<file path="config.mk">
export PLATFORM = sky130hd
export DESIGN_NAME = seg7_scan_driver
export DESIGN_NICKNAME = d
export VERILOG_FILES = /design/src/rtl/seg7_pkg.sv /design/src/rtl/seg7_decode.sv /design/src/rtl/seg7_scan_driver.sv
export SDC_FILE = /design/constraint.sdc
export NUM_CORES = 1
export LEC_CHECK = 0
export BUFFER_PORTS_ARGS = -buffer_cell sky130_fd_sc_hd__buf_2
export CAP_MARGIN = 30
export CORE_MARGIN = 2
export CORE_UTILIZATION = 58
export CTS_BUF_LIST = sky130_fd_sc_hd__clkbuf_8
export CTS_CLUSTER_DIAMETER = 150
export DETAILED_ROUTE_END_ITERATION = 10
export PLACE_DENSITY_LB_ADDON = 0.15
export RECOVER_POWER = 25
export SLEW_MARGIN = 5
export SYNTH_ARGS = -nofsm -noshare
export SYNTH_HDL_FRONTEND = slang
export SYNTH_SLANG_ARGS = --single-unit
</file>
<file path="constraint.sdc">
create_clock -name clk -period 2.1 [get_ports clk]
set_input_delay 0.21 -clock clk [delete_from_list [all_inputs] [get_ports clk]]
set_output_delay 0.21 -clock clk [all_outputs]
set_load 0.005 [all_outputs]
</file>
<file path="src/rtl/seg7_pkg.sv">
// Shared glyph table for the seven-segment front-panel driver.
// Segment order {a,b,c,d,e,f,g}, bit6 = a, active low.
package seg7_pkg;

    localparam logic [6:0] SEG_0     = 7'b000_0001;
    localparam logic [6:0] SEG_1     = 7'b100_1111;
    localparam logic [6:0] SEG_2     = 7'b001_0010;
    localparam logic [6:0] SEG_3     = 7'b000_0110;
    localparam logic [6:0] SEG_4     = 7'b100_1100;
    localparam logic [6:0] SEG_5     = 7'b010_0100;
    localparam logic [6:0] SEG_6     = 7'b010_0000;
    localparam logic [6:0] SEG_7     = 7'b000_1111;
    localparam logic [6:0] SEG_8     = 7'b000_0000;
    localparam logic [6:0] SEG_9     = 7'b000_0100;
    localparam logic [6:0] SEG_A     = 7'b000_1000;
    localparam logic [6:0] SEG_B     = 7'b110_0000;
    localparam logic [6:0] SEG_C     = 7'b011_0001;
    localparam logic [6:0] SEG_D     = 7'b100_0010;
    localparam logic [6:0] SEG_E     = 7'b011_0000;
    localparam logic [6:0] SEG_F     = 7'b011_1000;
    localparam logic [6:0] SEG_BLANK = 7'b111_1111;

endpackage

</file>
<file path="src/rtl/seg7_decode.sv">
// Purpose: 4-bit digit code to active-low seven-segment glyph.
// Latency: combinational. Backpressure: none.
// Codes 10-15 fall back to '0' unless hex_mode selects the A..F letters.
module seg7_decode
    import seg7_pkg::*;
(
    input  logic [3:0] code,
    input  logic       hex_mode,
    output logic [6:0] glyph
);

    always_comb begin
        glyph = SEG_BLANK;
        case (code)
            4'h0: glyph = SEG_0;
            4'h1: glyph = SEG_1;
            4'h2: glyph = SEG_2;
            4'h3: glyph = SEG_3;
            4'h4: glyph = SEG_4;
            4'h5: glyph = SEG_5;
            4'h6: glyph = SEG_6;
            4'h7: glyph = SEG_7;
            4'h8: glyph = SEG_8;
            4'h9: glyph = SEG_9;
            4'hA: glyph = hex_mode ? SEG_A : SEG_0;
            4'hB: glyph = hex_mode ? SEG_B : SEG_0;
            4'hC: glyph = hex_mode ? SEG_C : SEG_0;
            4'hD: glyph = hex_mode ? SEG_D : SEG_0;
            4'hE: glyph = hex_mode ? SEG_E : SEG_0;
            4'hF: glyph = hex_mode ? SEG_F : SEG_0;
            default: glyph = SEG_BLANK;
        endcase
    end

endmodule

</file>
<file path="src/rtl/seg7_scan_driver.sv">
// Purpose: time-multiplexed N-digit seven-segment driver with leading-zero blanking and blink.
// Latency: one cycle from index/latch change to seg_out/an_out/dp_out (all registered).
// Backpressure: none; load is a 1-cycle strobe that is always accepted.
module seg7_scan_driver
    import seg7_pkg::*;
#(
    parameter int NUM_DIGITS = 4,
    parameter int SCAN_DIV   = 1000,
    parameter int BLINK_DIV  = 250,
    parameter int HEX_MODE   = 0
) (
    input  logic                      clk,
    input  logic                      rst_n,
    input  logic [4*NUM_DIGITS-1:0]   digits_in,
    input  logic [NUM_DIGITS-1:0]     dp_in,
    input  logic                      load,
    input  logic                      lz_en,
    input  logic                      blink_en,
    output logic [6:0]                seg_out,
    output logic                      dp_out,
    output logic [NUM_DIGITS-1:0]     an_out
);

    localparam int PW = $clog2(SCAN_DIV);
    localparam int IW = $clog2(NUM_DIGITS);
    localparam int RW = (BLINK_DIV > 1) ? $clog2(BLINK_DIV) : 1;

    logic [NUM_DIGITS-1:0][3:0] dig_q, dig_d;
    logic [NUM_DIGITS-1:0]      dpl_q, dpl_d;
    logic [PW-1:0]              presc_q, presc_d;
    logic [IW-1:0]              idx_q, idx_d;
    logic [RW-1:0]              round_q, round_d;
    logic                       phase_q, phase_d;
    logic [6:0]                 seg_q, seg_d;
    logic                       dp_q, dp_d;
    logic [NUM_DIGITS-1:0]      an_q, an_d;

    logic                       presc_tc;
    logic                       idx_wrap;
    logic [3:0]                 cur_code;
    logic [6:0]                 cur_glyph;
    logic [NUM_DIGITS-1:0]      lz_blank;
    logic                       upper_zero;

    assign cur_code = dig_q[idx_q];

    seg7_decode u_decode (
        .code     (cur_code),
        .hex_mode (HEX_MODE != 0),
        .glyph    (cur_glyph)
    );

    // Scan timing: prescaler, digit index, and round counter driving the blink phase.
    always_comb begin
        presc_tc = (presc_q == PW'(SCAN_DIV - 1));
        idx_wrap = presc_tc && (idx_q == IW'(NUM_DIGITS - 1));

        presc_d = presc_tc ? '0 : presc_q + PW'(1);

        idx_d = idx_q;
        if (presc_tc) begin
            idx_d = idx_wrap ? '0 : idx_q + IW'(1);
        end

        round_d = round_q;
        phase_d = phase_q;
        if (idx_wrap) begin
            if (round_q == RW'(BLINK_DIV - 1)) begin
                round_d = '0;
                phase_d = ~phase_q;
            end else begin
                round_d = round_q + RW'(1);
            end
        end

        dig_d = load ? digits_in : dig_q;
        dpl_d = load ? dp_in : dpl_q;
    end

    // A digit is suppressed when it and every more-significant digit are zero; digit 0 always shows.
    always_comb begin
        upper_zero = 1'b1;
        lz_blank   = '0;
        for (int k = NUM_DIGITS - 1; k >= 1; k--) begin
            upper_zero  = upper_zero && (dig_q[k] == 4'd0);
            lz_blank[k] = lz_en && upper_zero;
        end
    end

    always_comb begin
        seg_d = SEG_BLANK;
        dp_d  = 1'b1;
        an_d  = '1;
        if (!(blink_en && !phase_q)) begin
            an_d  = ~(NUM_DIGITS'(1) << idx_q);
            seg_d = lz_blank[idx_q] ? SEG_BLANK : cur_glyph;
            dp_d  = ~dpl_q[idx_q];
        end
    end

    always_ff @(posedge clk) begin
        if (!rst_n) begin
            dig_q   <= '0;
            dpl_q   <= '0;
            presc_q <= '0;
            idx_q   <= '0;
            round_q <= '0;
            phase_q <= 1'b1;
            seg_q   <= SEG_BLANK;
            dp_q    <= 1'b1;
            an_q    <= '1;
        end else begin
            dig_q   <= dig_d;
            dpl_q   <= dpl_d;
            presc_q <= presc_d;
            idx_q   <= idx_d;
            round_q <= round_d;
            phase_q <= phase_d;
            seg_q   <= seg_d;
            dp_q    <= dp_d;
            an_q    <= an_d;
        end
    end

    assign seg_out = seg_q;
    assign dp_out  = dp_q;
    assign an_out  = an_q;

endmodule
</file>
* Yosys cells after proc, flatten, opt, wreduce, memory -nomap -nowiden *
Index checks and enable logic that the tools add are counted.

word-level totals
  register bits after elaboration = 53
  latch bits = 0
  memory bits (writable) = 0
  memory bits (read-only) = 0
  bits of input ports = 25
  output and inout port bits = 12
  word-level logic and storage cells = 65
  memories = 0

operators by class
  $add $sub $neg = 3
  multipliers = 0
  divide/modulo/power cells = 0
  magnitude comparators = 1
  equality and inequality tests = 18
  shifts and indexed selects = 1
  muxes and demuxes = 9
  bitwise operators = 4
  reductions and logical operators = 17

operators by type and width
  cell                   number
  $pmux 7 s10            1
  $eq 4x4->1 const B     8
  $eq 4x3->1 const B     4
  $logic_not 4->1        4
  $add 10x1->10 const B  1
  $eq 10x10->1 const B   1
  $add 8x1->8 const B    1
  $bmux 4 s2             1
  $eq 4x2->1 const B     2
  $eq 8x8->1 const B     1
  $mux 8                 1
  $logic_and 1x1->1      7
  $reduce_or 7->1        1
  $bmux 1 s2             2
  $eq 4x1->1 const B     1
  $mux 4                 1
  $not 4->4              1
  $reduce_or 2->1        2
  $shl 1x2->4 const A    1
  $lt 2x3->1 const B     1
  $not 1->1              3
  $reduce_or 3->1        1
  $add 2x1->2 const B    1
  $eq 2x2->1 const B     1
  4 further kinds        5

* Logic depth before layout (Yosys ltp) *
Gate-level depths: netlist of run 1.

  word-level depth = 7
  gate-level depth with buffers = 6
  gate-level depth less buffers = 6

* Modules after synthesis *
From an unflattened synthesis of run 1, not the netlist that was laid out.

second synthesis, totals
  cell total of the unflattened synthesis = 254
  area, all modules = 2499.9 um^2

modules (own cells, without submodules)
  module            instances  cells each  area each (um^2)  seq. area each (um^2)
  seg7_scan_driver  1          219         2260.9            1061.0
  seg7_decode       1          35          239.0             0.0

* Worst setup path after synthesis of run 1 *
Ideal clock, no wire load.

  path kind = register to register
  from = register presc_q[3]
  to = register round_q[5]
  library setup time = 0.071 ns
  arrival = 1.756 ns
  data required time = 2.029 ns
  path slack = 0.273 ns
  cell stages (with the launch flop) = 5
  path buffers = 0
  period minus slack after synthesis = 1.827 ns
  cells stage by stage = dfxtp_1 -> or3b_1 -> or4_4 -> or4_1 -> a21oi_1

between the ends
  cells in the longest elaborated chain, start to end = 2

ends and longest elaborated chain
  what                    RTL line                 RTL
  from (decl)             seg7_scan_driver.sv:30   logic [PW-1:0] presc_q, presc_d;
  from (signal assigned)  seg7_scan_driver.sv:115  presc_q <= presc_d;
  $eq 10x10->1            seg7_scan_driver.sv:55   presc_tc = (presc_q == PW'(SCAN_DIV - 1));
  $logic_and 1x1->1       seg7_scan_driver.sv:56   idx_wrap = presc_tc && (idx_q == IW'(NUM_DIGITS - 1));
  to (signal assigned)    seg7_scan_driver.sv:117  round_q <= round_d;
  to (decl)               seg7_scan_driver.sv:32   logic [RW-1:0] round_q, round_d;

Every way passes these cells.
A chain may end at the register's enable or synchronous reset.

* Worst setup path after layout of run 1 *
Same ends and word-level chain as after synthesis.

==> results of run 1 <==
cell type report:
| class | count | share of cell area, % |
|---|---|---|
| Clock buffer | 6 | 3.05 |
| Clock inverter | 2 | 1.25 |
| Inverter | 8 | 1.11 |
| Multi-Input combinational cell | 161 | 44.3 |
| Sequential cell | 53 | 39.2 |
| Tap cell | 50 | 2.31 |
| Timing Repair Buffer | 44 | 8.82 |
placed cells by master, fill, tap and decap left out, types with 5 or more instances in the layout:
master    count
nor2b_1      22
nand4_1       6
xnor2_1       7
xor2_1        6
a21oi_1       7
buf_4         8
inv_1         9
nand2_1      12
ha_1          7
nand3_1       9
mux4_2        5
nor2_1       13
mux2i_1      22
clkbuf_8      6
dfxtp_1      53
buf_2        35
o21ai_0       5
cell families after synthesis:
| family | count (synthesis) |
|---|---|
| xor+xnor | 13 |
| buf+inv | 18 |
| mux | 28 |
| simple gates | 89 |
| compound gates | 24 |
| fa+ha+maj | 7 |
| flops | 53 |
metrics by stage:
step | utilization, % | total power (uW) | cells
finish | 68.7 | 1930 | 324
global route | 68.7 | 2010 | 324
CTS | 68.7 | 1940 | 324
detailed placement | 65.8 | 1250 | 316
global placement | 65.8 | 1250 | 316
floorplan | - | 1190 | 232
how the worst max path moves through the flow:
| stage | from | to | slack, ns |
|---|---|---|---|
| 6_report | presc_q[3] | round_q[5] | 0.15 |
| 5_1_grt | presc_q[3] | round_q[5] | 0.08 |
| 4_1_cts | presc_q[3] | round_q[5] | 0.16 |
| 3_5_place_dp | presc_q[3] | round_q[7] | 0.18 |
| 3_3_place_gp | presc_q[3] | round_q[7] | 0.24 |
| 2_1_floorplan | presc_q[3] | round_q[5] | 0.27 |
metal layers:
layer  wire length, um  part of all wire (%)  vias to the layer above  GRT usage [%]
met1              2140                    50                      815           30.3
met4                71                   1.7                        0           7.91
li1                  -                     -                      897              -
met2              1860                    44                       31           30.4
met5                 0                     0                        -              0
met3               164                   3.9                        7           5.67
power groups by stage:
stage	registers, uW	clock network, uW	logic [uW]
after floorplan	1090	0	106
after global placement	1090	0	160
after detailed placement	1090	0	163
after CTS	1070	713	163
after global routing	1070	757	184
final	1070	700	163
sequential cells by signal, indices dropped and copies added (netlist names):
name	cells
an_out	4
dig_q	16
dp_out	1
dpl_q	4
idx_q	2
phase_q	1
presc_q	10
round_q	8
seg_out	7
worst reg2reg max path, cell delays in order (launching register included):
cell     delay (ns)
dfxtp_1        0.37
or3b_1         0.40
or4_4          0.46
or4_1          0.49
a21oi_1        0.15
==> reports/qor.yml, run 1 <==
routedWlPerCell_um: 13.1
endpoint_kind: "flip-flop"
via_per_inst: 5.40
seq_power_share_pct: 55.3
cts_max_level: 2
antenna_cells: 0
grt_pass1_wl_um: 7190
p_sw_uw: 414
drt-total-wl_um: 4240
p_int_uw: 1520
rows: 23
grt_max_degree: 28
dr_total_vias: 1750
yosysSeqAreaShare_pct: 45.5
synth_top_area_cell: "dfxtp_1"
gr-total-overflow: 0
ctsHoldBuffers: 0
syn_avg_cell_area_sq_um: 10.0
grt_pass1_vias: 1567
yosysUniqueCellTypes: 37
port-buffer-count: 36
maxCapViolations: 0
critPathTopFamily: "simple AND/OR/NAND/NOR gates"
hp-class: "input port to flip-flop"
route.detailed.drc: 0
swShare_pct: 21.4
area_delta_synth_final_pct: 16.3
antenna_found_initial: 0
holdPathEnd: "phase_q"
period_share_pct: 92.7
die_y_um: 67.4
slowest_delay_ns: 0.49
yosys_register_bits: 53
yosysMostFrequentCell: "dfxtp_1"
p_leak_uw: 0.00110
first_pass_iters: 4
synth_nets: 264
synth-xor-area-share_pct: 4.89
async_flop_share_pct: 0
clock-sinks: 53
cts_resized: 0
muxShareOfSynthArea_pct: 14.8
crit_required_ns: 2.34
crit_chain: "or3b_1 > or4_4 > or4_1 > a21oi_1"
cts_tree: "built"
synth_cells: 232
die_w_um: 67.4
rsz0062_at_grt: "false"
cp.arrival_ns: 2.18
hold_violations: 0
io_pins: 37
synthTopCellsByCount: "dfxtp_1 (53), mux2i_1 (22), nor2b_1 (22)"
post_cts_buffers: 0
max_freq_ghz: 0.514
cts_root_buf: "clkbuf_8"
grt_usage_pct: 21.1
cp.depth: 4
cts_buffers: 5
peakVddDrop_v: 0.000427
preCtsSetupSlack_ns: 0.184
critPathKind: "flip-flop to flip-flop"
tightestPinTransition_ns: 1.44
insertion_delay_ns: 0.31
worst_r2r_endpoint: "round_q[5]"
placed_area_sq_um: 2590
die_area_sq_um: 4540
place.gp.congestion: 0.769
clk_pin_slew_ns: 0.08
seqCellArea_sq_um: 1060
synth-simple-area-share_pct: 21.5
initial_core_util_pct: 59.1
timing.final.ws_setup_ns: 0.154
synth_top_area_share_pct: 45.5
drv_slew: 0
multi_input_area_sq_um: 1200
clockBufferDepth: 2
setup-violations-final: 0
path_max_fanout: 7
finalInstanceArea_sq_um: 2710
core_sq_um: 3940
drtIter0Drc: 102
drive_above_1_share_pct: 21.5
holdPathStages: 2
r2r_cells: 4
synth_top_flop_cell: "dfxtp_1"
critPathSlowestCell: "or4_1"
crit_path_start_kind: "flip-flop"
fill_cells: 306
netlist_area_sq_um: 2330
cp_num_buf_inv: 0
ant_nets: 0
synthAdderAreaFrac_pct: 3.76
finalSetupTns_ns: 0
dpl.hpwl_um: 3040
finalClockSkew_ns: 0.00755
synth-compound-area-share_pct: 6.55
status: "completed"
r2r-start: "presc_q[3]"
regToRegSetupSlack_ns: 0.15
nets: 305
ys_warn_count: 0
synth_top_family_by_area: "simple AND/OR/NAND/NOR gates"
synth_edf_count: 0
pwr-share-comb_pct: 8.5
hp-start: "rst_n"
powerDensity_nw_per_um2: 713
pwr-share-clk_pct: 36.2
synthTopCellsByArea: "dfxtp_1 (46%), mux2i_1 (9.5%), nor2b_1 (5.9%)"
slew_headroom_pct: 4.31
hold_slack_ns: 0.134
layout_min_cycle_time_ns: 1.95
Power figures use the tool's default switching activity.
==> inputs of run 2 (changes only) <==
--- a/config.mk
+++ b/config.mk
@@ -5,14 +5,13 @@
 export SDC_FILE = /design/constraint.sdc
 export NUM_CORES = 1
 export LEC_CHECK = 0
-export BUFFER_PORTS_ARGS = -buffer_cell sky130_fd_sc_hd__buf_2
-export CAP_MARGIN = 30
 export CORE_MARGIN = 2
-export CORE_UTILIZATION = 58
+export CORE_UTILIZATION = 60
 export CTS_BUF_LIST = sky130_fd_sc_hd__clkbuf_8
 export CTS_CLUSTER_DIAMETER = 150
 export DETAILED_ROUTE_END_ITERATION = 10
-export PLACE_DENSITY_LB_ADDON = 0.15
+export DONT_BUFFER_PORTS = 1
+export PLACE_DENSITY = 0.74
 export RECOVER_POWER = 25
 export SLEW_MARGIN = 5
 export SYNTH_ARGS = -nofsm -noshare
==> run 2 against run 1 <==
Compared with the run above:
- sequential share of layout area grew 3.0 points
- total power down 3.4%
- combinational power down 31%
- count of clock-buffer cells in the layout decreased by 1
- hold slack got worse by 0.10 ns
- cell area is 7.1% lower
- global-route usage is 1.2 points higher
- final cell count down 12%
- wire length grew 1.8%
- sequential power about the same
- critical path type unchanged
- largest power group unchanged
==> reports/qor.yml, run 2 (synthesis gave the netlist of run 1 again) <==
slowest_delay_ns: 0.48  # was 0.49 ns
initial_core_util_pct: 63.2  # was 59.1%
r2r_cells: 4  # unchanged
antenna_found_initial: 0  # unchanged
p_leak_uw: 0.000958  # was 0.00110 uW
layout_min_cycle_time_ns: 1.93  # was 1.95 ns
tightestPinTransition_ns: 0.531  # was 1.44 ns
critPathTopFamily: "simple AND/OR/NAND/NOR gates"  # unchanged
cts_resized: 0  # unchanged
status: "completed"  # unchanged
cp.depth: 4  # unchanged
period_share_pct: 91.7  # was 92.7%
rsz0062_at_grt: "false"  # unchanged
multi_input_area_sq_um: 1200  # unchanged
via_per_inst: 5.74  # was 5.40
met2_length_um: 2020  # was 1860 um
seqCellArea_sq_um: 1060  # unchanged
route.detailed.drc: 0  # unchanged
core_sq_um: 3690  # was 3940 sq um
crit_required_ns: 2.35  # was 2.34 ns
cts_max_level: 2  # unchanged
io_pins: 37  # unchanged
maxCapViolations: 0  # unchanged
path_max_fanout: 7  # unchanged
ant_nets: 0  # unchanged
max_freq_ghz: 0.519  # was 0.514 GHz
post_cts_buffers: 0  # unchanged
dr_total_vias: 1637  # was 1750
routedWlPerCell_um: 15.1  # was 13.1 um
cts_root_buf: "clkbuf_8"  # unchanged
clock-sinks: 53  # unchanged
grt_usage_pct: 22.3  # was 21.1%
hp-class: "input port to flip-flop"  # unchanged
drt-total-wl_um: 4310  # was 4240 um
cts_buffers: 5  # unchanged
gr-total-overflow: 0  # unchanged
grt_pass1_vias: 1579  # was 1567
fill_cells: 290  # was 306
holdPathStages: 1  # was 2
wl_met1_um: 2040  # was 2140 um
hold_violations: 0  # unchanged
peakVddDrop_v: 0.000549  # was 0.000427 V
final_cell_mix: "dfxtp_1 (53), nor2b_1 (22), mux2i_1 (22), nor2_1 (13), nand2_1 (12)"  # was dfxtp_1 (53), buf_2 (35), nor2b_1 (22), mux2i_1 (22), nor2_1 (13)
cp.arrival_ns: 2.17  # was 2.18 ns
dr_wl_met3_um: 194  # was 164 um
finalNonFillerCells: 285  # was 324
largestRegisters: "dig_q: 16 flops, presc_q: 10 flops, round_q: 8 flops"  # unchanged
crit_chain: "or3b_1 > or4_4 > or4_1 > a21oi_1"  # unchanged
insertion_delay_ns: 0.31  # about the same
critPathKind: "flip-flop to flip-flop"  # unchanged
nets: 268  # was 305
slew_headroom_pct: 64.4  # was 4.31%
endpoint_kind: "flip-flop"  # unchanged
clockBufferDepth: 2  # unchanged
finalClockSkew_ns: 0.00909  # was 0.00755 ns
die_y_um: 66.3  # was 67.4 um
critPathSlowestCell: "or4_1"  # unchanged
grt_max_degree: 31  # was 28
setup-violations-final: 0  # unchanged
cts_tree: "built"  # unchanged
rows: 22  # was 23
finalSetupTns_ns: 0  # unchanged
drv_slew: 0  # unchanged
area_delta_synth_final_pct: 8.06  # was 16.3%
drive_above_1_share_pct: 9.28  # was 21.5%
clk_pin_slew_ns: 0.10  # was 0.08 ns
die_w_um: 66.3  # was 67.4 um
powerDensity_nw_per_um2: 741  # was 713 nW/um^2
place.gp.congestion: 0.807  # was 0.769
highest_layer: "met4"  # unchanged
dpl.cell_count: 276  # was 316
first_pass_iters: 4  # unchanged
antenna_cells: 0  # unchanged
crit_path_start_kind: "flip-flop"  # unchanged
port-buffer-count: 0  # was 36
final_common_cell: "dfxtp_1"  # unchanged
cp_num_buf_inv: 0  # unchanged
largest_reg_flops: 16  # unchanged
die_area_sq_um: 4400  # was 4540 sq um
grt_pass1_wl_um: 7500  # was 7190 um
dpl.hpwl_um: 3200  # was 3040 um
drtIter0Drc: 133  # was 102
top_register: "dig_q"  # unchanged
==> run 2: cell types whose count changed in the layout (fill, tap and decap cells not counted) <==
cell | previous run | this run
buf_2 | 35 | 0
buf_4 | 8 | 6
clkbuf_1 | 1 | 0
clkbuf_8 | 6 | 5
clkinv_4 | 0 | 1
dlygate4sd3_1 | 0 | 1
==> run 2: routing by layer <==
layer / GRT usage [%] / vias to the layer above
met4: 6.89 / 0
met1: 29.9 / 763
met2: 34.8 / 39
li1: - / 828
met5: 0 / -
met3: 6.30 / 7
==> run 2: layout make-up <==
class	count	share of cell area [%]
Inverter	8	1.19
Clock inverter	3	1.69
Sequential cell	53	42.1
Tap cell	48	2.39
Clock buffer	5	2.73
Timing Repair Buffer	7	2.19
Multi-Input combinational cell	161	47.7
==> run 2: per-stage QoR <==
| stage | area, sq um | utilization [%] | power [uW] | hold WS [ns] | worst slack [ns] |
|---|---|---|---|---|---|
| after detailed placement | 2400 | 65.0 | 1210 | 0.290 | 0.186 |
| final | 2520 | 68.2 | 1860 | 0.0320 | 0.174 |
| after CTS | 2520 | 68.2 | 1880 | 0.0208 | 0.174 |
| after global placement | 2400 | 65.0 | 1200 | 0.287 | 0.245 |
| after global routing | 2520 | 68.2 | 1940 | 0.0211 | 0.0844 |
| after floorplan | 2330 | - | 1190 | 0.379 | 0.273 |
==> run 2: power breakdown <==
group	switching (uW)	internal, uW
sequential	26.2	1050
clock	327	353
combinational	48.3	63.5
==> run 2: repair_timing <==
item,4_1_cts,5_1_grt
endpoints found under the setup margin,0,0
hold buffers,1,0
endpoints found under the hold margin,1,0
==> run 2: worst paths after layout <==
check,start,to,slack (ns)
max,presc_q[3],round_q[5],0.17
min,rst_n,presc_q[2],0.03
max reg2reg,presc_q[3],round_q[5],0.17
min reg2reg,presc_q[0],presc_q[0],0.45
==> inputs of run 3 (changes only) <==
--- a/config.mk
+++ b/config.mk
@@ -5,6 +5,7 @@
 export SDC_FILE = /design/constraint.sdc
 export NUM_CORES = 1
 export LEC_CHECK = 0
+export ABC_AREA = 1
 export CORE_MARGIN = 2
 export CORE_UTILIZATION = 60
 export CTS_BUF_LIST = sky130_fd_sc_hd__clkbuf_8
==> run 3 against run 2 <==
Compared with the run above:
- clock power is 5.1% higher
- die area is 9.8% higher
- critical path depth is 3 higher
- worst setup slack better by 0.35 ns
- area after synthesis is 10% higher
- via count is 32% higher
- first-iteration DRC count is 39% lower
- utilization is 1.1 points lower
- clock skew is 0.0043 ns lower
- synthesized cell count is 53% higher
- critical endpoint is now seg_out[3]
- largest cell class unchanged
==> reports/qor.yml, run 3 <==
status: "completed"  # unchanged
ys_warn_count: 0  # unchanged
die_w_um: 69.5  # was 66.3 um
hp-start: "digits_in[8]"  # was rst_n
dpl.hpwl_um: 3530  # was 3200 um
clockBufferDepth: 2  # unchanged
ant_nets: 0  # unchanged
die_y_um: 69.5  # was 66.3 um
netlist_area_sq_um: 2570  # was 2330 sq um
peakVddDrop_v: 0.000606  # was 0.000549 V
antenna_cells: 0  # unchanged
clk_pin_slew_ns: 0.09  # was 0.10 ns
cp.arrival_ns: 1.78  # was 2.17 ns
clock-sinks: 53  # unchanged
synth_top_area_cell: "dfxtp_1"  # unchanged
yosysSeqAreaShare_pct: 41.2  # was 45.5%
hp-class: "input port to flip-flop"  # unchanged
rows: 23  # was 22
synth_nets: 386  # was 264
insertion_delay_ns: 0.31  # about the same
yosys_register_bits: 53  # unchanged
endpoint_kind: "flip-flop"  # unchanged
tightestPinTransition_ns: 0.665  # was 0.531 ns
drive_above_1_share_pct: 12.6  # was 9.28%
hold_violations: 0  # unchanged
cp-startpoint: "idx_q[1]"  # was presc_q[3]
critPathKind: "flip-flop to flip-flop"  # unchanged
synth_top_flop_cell: "dfxtp_1"  # unchanged
routedWlPerCell_um: 11.9  # was 15.1 um
syn_avg_cell_area_sq_um: 7.27  # was 10.0 sq um
grt_pass1_wl_um: 8320  # was 7500 um
grt_max_degree: 26  # was 31
r2r-start: "idx_q[1]"  # was presc_q[3]
grt_usage_pct: 20.8  # was 22.3%
finalClockSkew_ns: 0.00483  # was 0.00909 ns
p_leak_uw: 0.00117  # was 0.000958 uW
via_per_inst: 5.32  # was 5.74
die_area_sq_um: 4830  # was 4400 sq um
dr_total_vias: 2159  # was 1637
route.detailed.drc: 0  # unchanged
gr-total-overflow: 0  # unchanged
powerDensity_nw_per_um2: 708  # was 741 nW/um^2
layout_min_cycle_time_ns: 1.57  # was 1.93 ns
cts_tree: "built"  # unchanged
synthTopCellsByCount: "nand2_1 (78), nor2_1 (62), dfxtp_1 (53)"  # was dfxtp_1 (53), mux2i_1 (22), nor2b_1 (22)
area_delta_synth_final_pct: 5.93  # was 8.06%
setup-violations-final: 0  # unchanged
antenna_found_initial: 0  # unchanged
first_pass_iters: 4  # unchanged
finalSetupTns_ns: 0  # unchanged
top_register: "dig_q"  # unchanged
synth_edf_count: 0  # unchanged
cts_root_buf: "clkbuf_8"  # unchanged
largest_reg_flops: 16  # unchanged
initial_core_util_pct: 63.4  # was 63.2%
grt_pass1_vias: 1956  # was 1579
final_cell_mix: "nand2_1 (78), nor2_1 (62), dfxtp_1 (53), nand3_1 (26), o21ai_0 (25)"  # was dfxtp_1 (53), nor2b_1 (22), mux2i_1 (22), nor2_1 (13), nand2_1 (12)
yosysMostFrequentCell: "nand2_1"  # was dfxtp_1
place.gp.congestion: 0.860  # was 0.807
core_sq_um: 4060  # was 3690 sq um
drt-total-wl_um: 4840  # was 4310 um
io_pins: 37  # unchanged
final_common_cell: "nand2_1"  # was dfxtp_1
synth_cells: 354  # was 232
port-buffer-count: 0  # unchanged
largestRegisters: "dig_q: 16 flops, presc_q: 10 flops, round_q: 8 flops"  # unchanged
path_max_fanout: 13  # was 7
synthTopCellsByArea: "dfxtp_1 (41%), nand2_1 (11%), nor2_1 (9.0%)"  # was dfxtp_1 (46%), mux2i_1 (9.5%), nor2b_1 (5.9%)
fill_cells: 364  # was 290
rsz0062_at_grt: "false"  # unchanged
async_flop_share_pct: 0  # unchanged
cts_buffers: 5  # unchanged
yosysUniqueCellTypes: 35  # was 37
dpl.cell_count: 397  # was 276
period_share_pct: 75.0  # was 91.7%
crit_required_ns: 2.30  # was 2.35 ns
drv_slew: 0  # unchanged
cts_max_level: 2  # unchanged
synth_top_area_share_pct: 41.2  # was 45.5%
post-route-util_pct: 67.2  # was 68.2%
max_freq_ghz: 0.635  # was 0.519 GHz
maxCapViolations: 0  # unchanged
finalNonFillerCells: 406  # was 285
crit_path_start_kind: "flip-flop"  # unchanged
slew_headroom_pct: 55.6  # was 64.4%
nets: 387  # was 268
drtIter0Drc: 81  # was 133
==> run 3: worst paths after layout <==
check                           slack, ns    endpoint  cells past startpoint
worst max-delay path                 0.53  seg_out[3]                      7
worst min-delay path                 0.03    dig_q[8]                      2
worst max register to register       0.53  seg_out[3]                      7
worst min register to register       0.47  presc_q[0]                      1
==> run 3: critical path, cell delays in order, from the launching register on <==
cell     delay, ns
dfxtp_1       0.59
inv_2         0.20
nand3_1       0.15
nand2_1       0.13
nand2_1       0.13
nor2_1        0.05
nor2_1        0.13
nand3_1       0.08
==> run 3: cells by family (layout without fill, tap and decap cells) <==
family / Yosys count / in the layout / share of synthesized area (%)
adder cells (fa/ha/maj): 7 / 7 / 3.40
AND/OR/NAND/NOR: 204 / 204 / 38.2
buffers and inverters: 36 / 38 / 6.08
XOR/XNOR: 3 / 3 / 1.02
flip-flops: 53 / 53 / 41.2
AO/OA/AOI/OAI: 51 / 51 / 10.1
==> run 3: area by class of cell <==
| type | instances | area, sq um | area share [%] |
|---|---|---|---|
| Clock buffer | 6 | 82.6 | 3.03 |
| Clock inverter | 2 | 37.5 | 1.38 |
| Inverter | 27 | 101 | 3.72 |
| Multi-Input combinational cell | 265 | 1360 | 49.7 |
| Sequential cell | 53 | 1060 | 38.9 |
| Tap cell | 50 | 62.6 | 2.29 |
| Timing Repair Buffer | 3 | 25.0 | 0.918 |
==> run 3: where the power goes <==
part / leakage, uW / internal [uW] / switching (uW)
Combinational: 0.000674 / 51.4 / 82.8
Sequential: 0.000436 / 1050 / 30.1
Clock: 0.0000574 / 387 / 328
Total: 0.00117 / 1490 / 441
==> run 3: layer usage <==
layer | wire [um] | up-vias | track usage, % | part of all wire, %
met2 | 1970 | 50 | 31.0 | 41
met3 | 218 | 8 | 5.09 | 4.5
met4 | 91 | 0 | 8.50 | 1.9
li1 | - | 1133 | - | -
met5 | 0 | - | 0 | 0
met1 | 2560 | 968 | 29.0 | 53
==> run 3: timing repair <==
action                    CTS  global route
hold buffers                1             0
setup buffers               0             0
hold endpoints to repair    1             0
gates resized for setup     0             0
==> run 3: stage by stage <==
stage | hold WS, ns | setup WS, ns | power [uW] | area (sq um)
final | 0.0296 | 0.525 | 1930 | 2730
after global routing | 0.0208 | 0.374 | 2020 | 2730
after CTS | 0.0193 | 0.511 | 1950 | 2730
after detailed placement | 0.302 | 0.538 | 1240 | 2600
after global placement | 0.297 | 0.594 | 1230 | 2600
after floorplan | 0.345 | 0.780 | 1210 | 2570
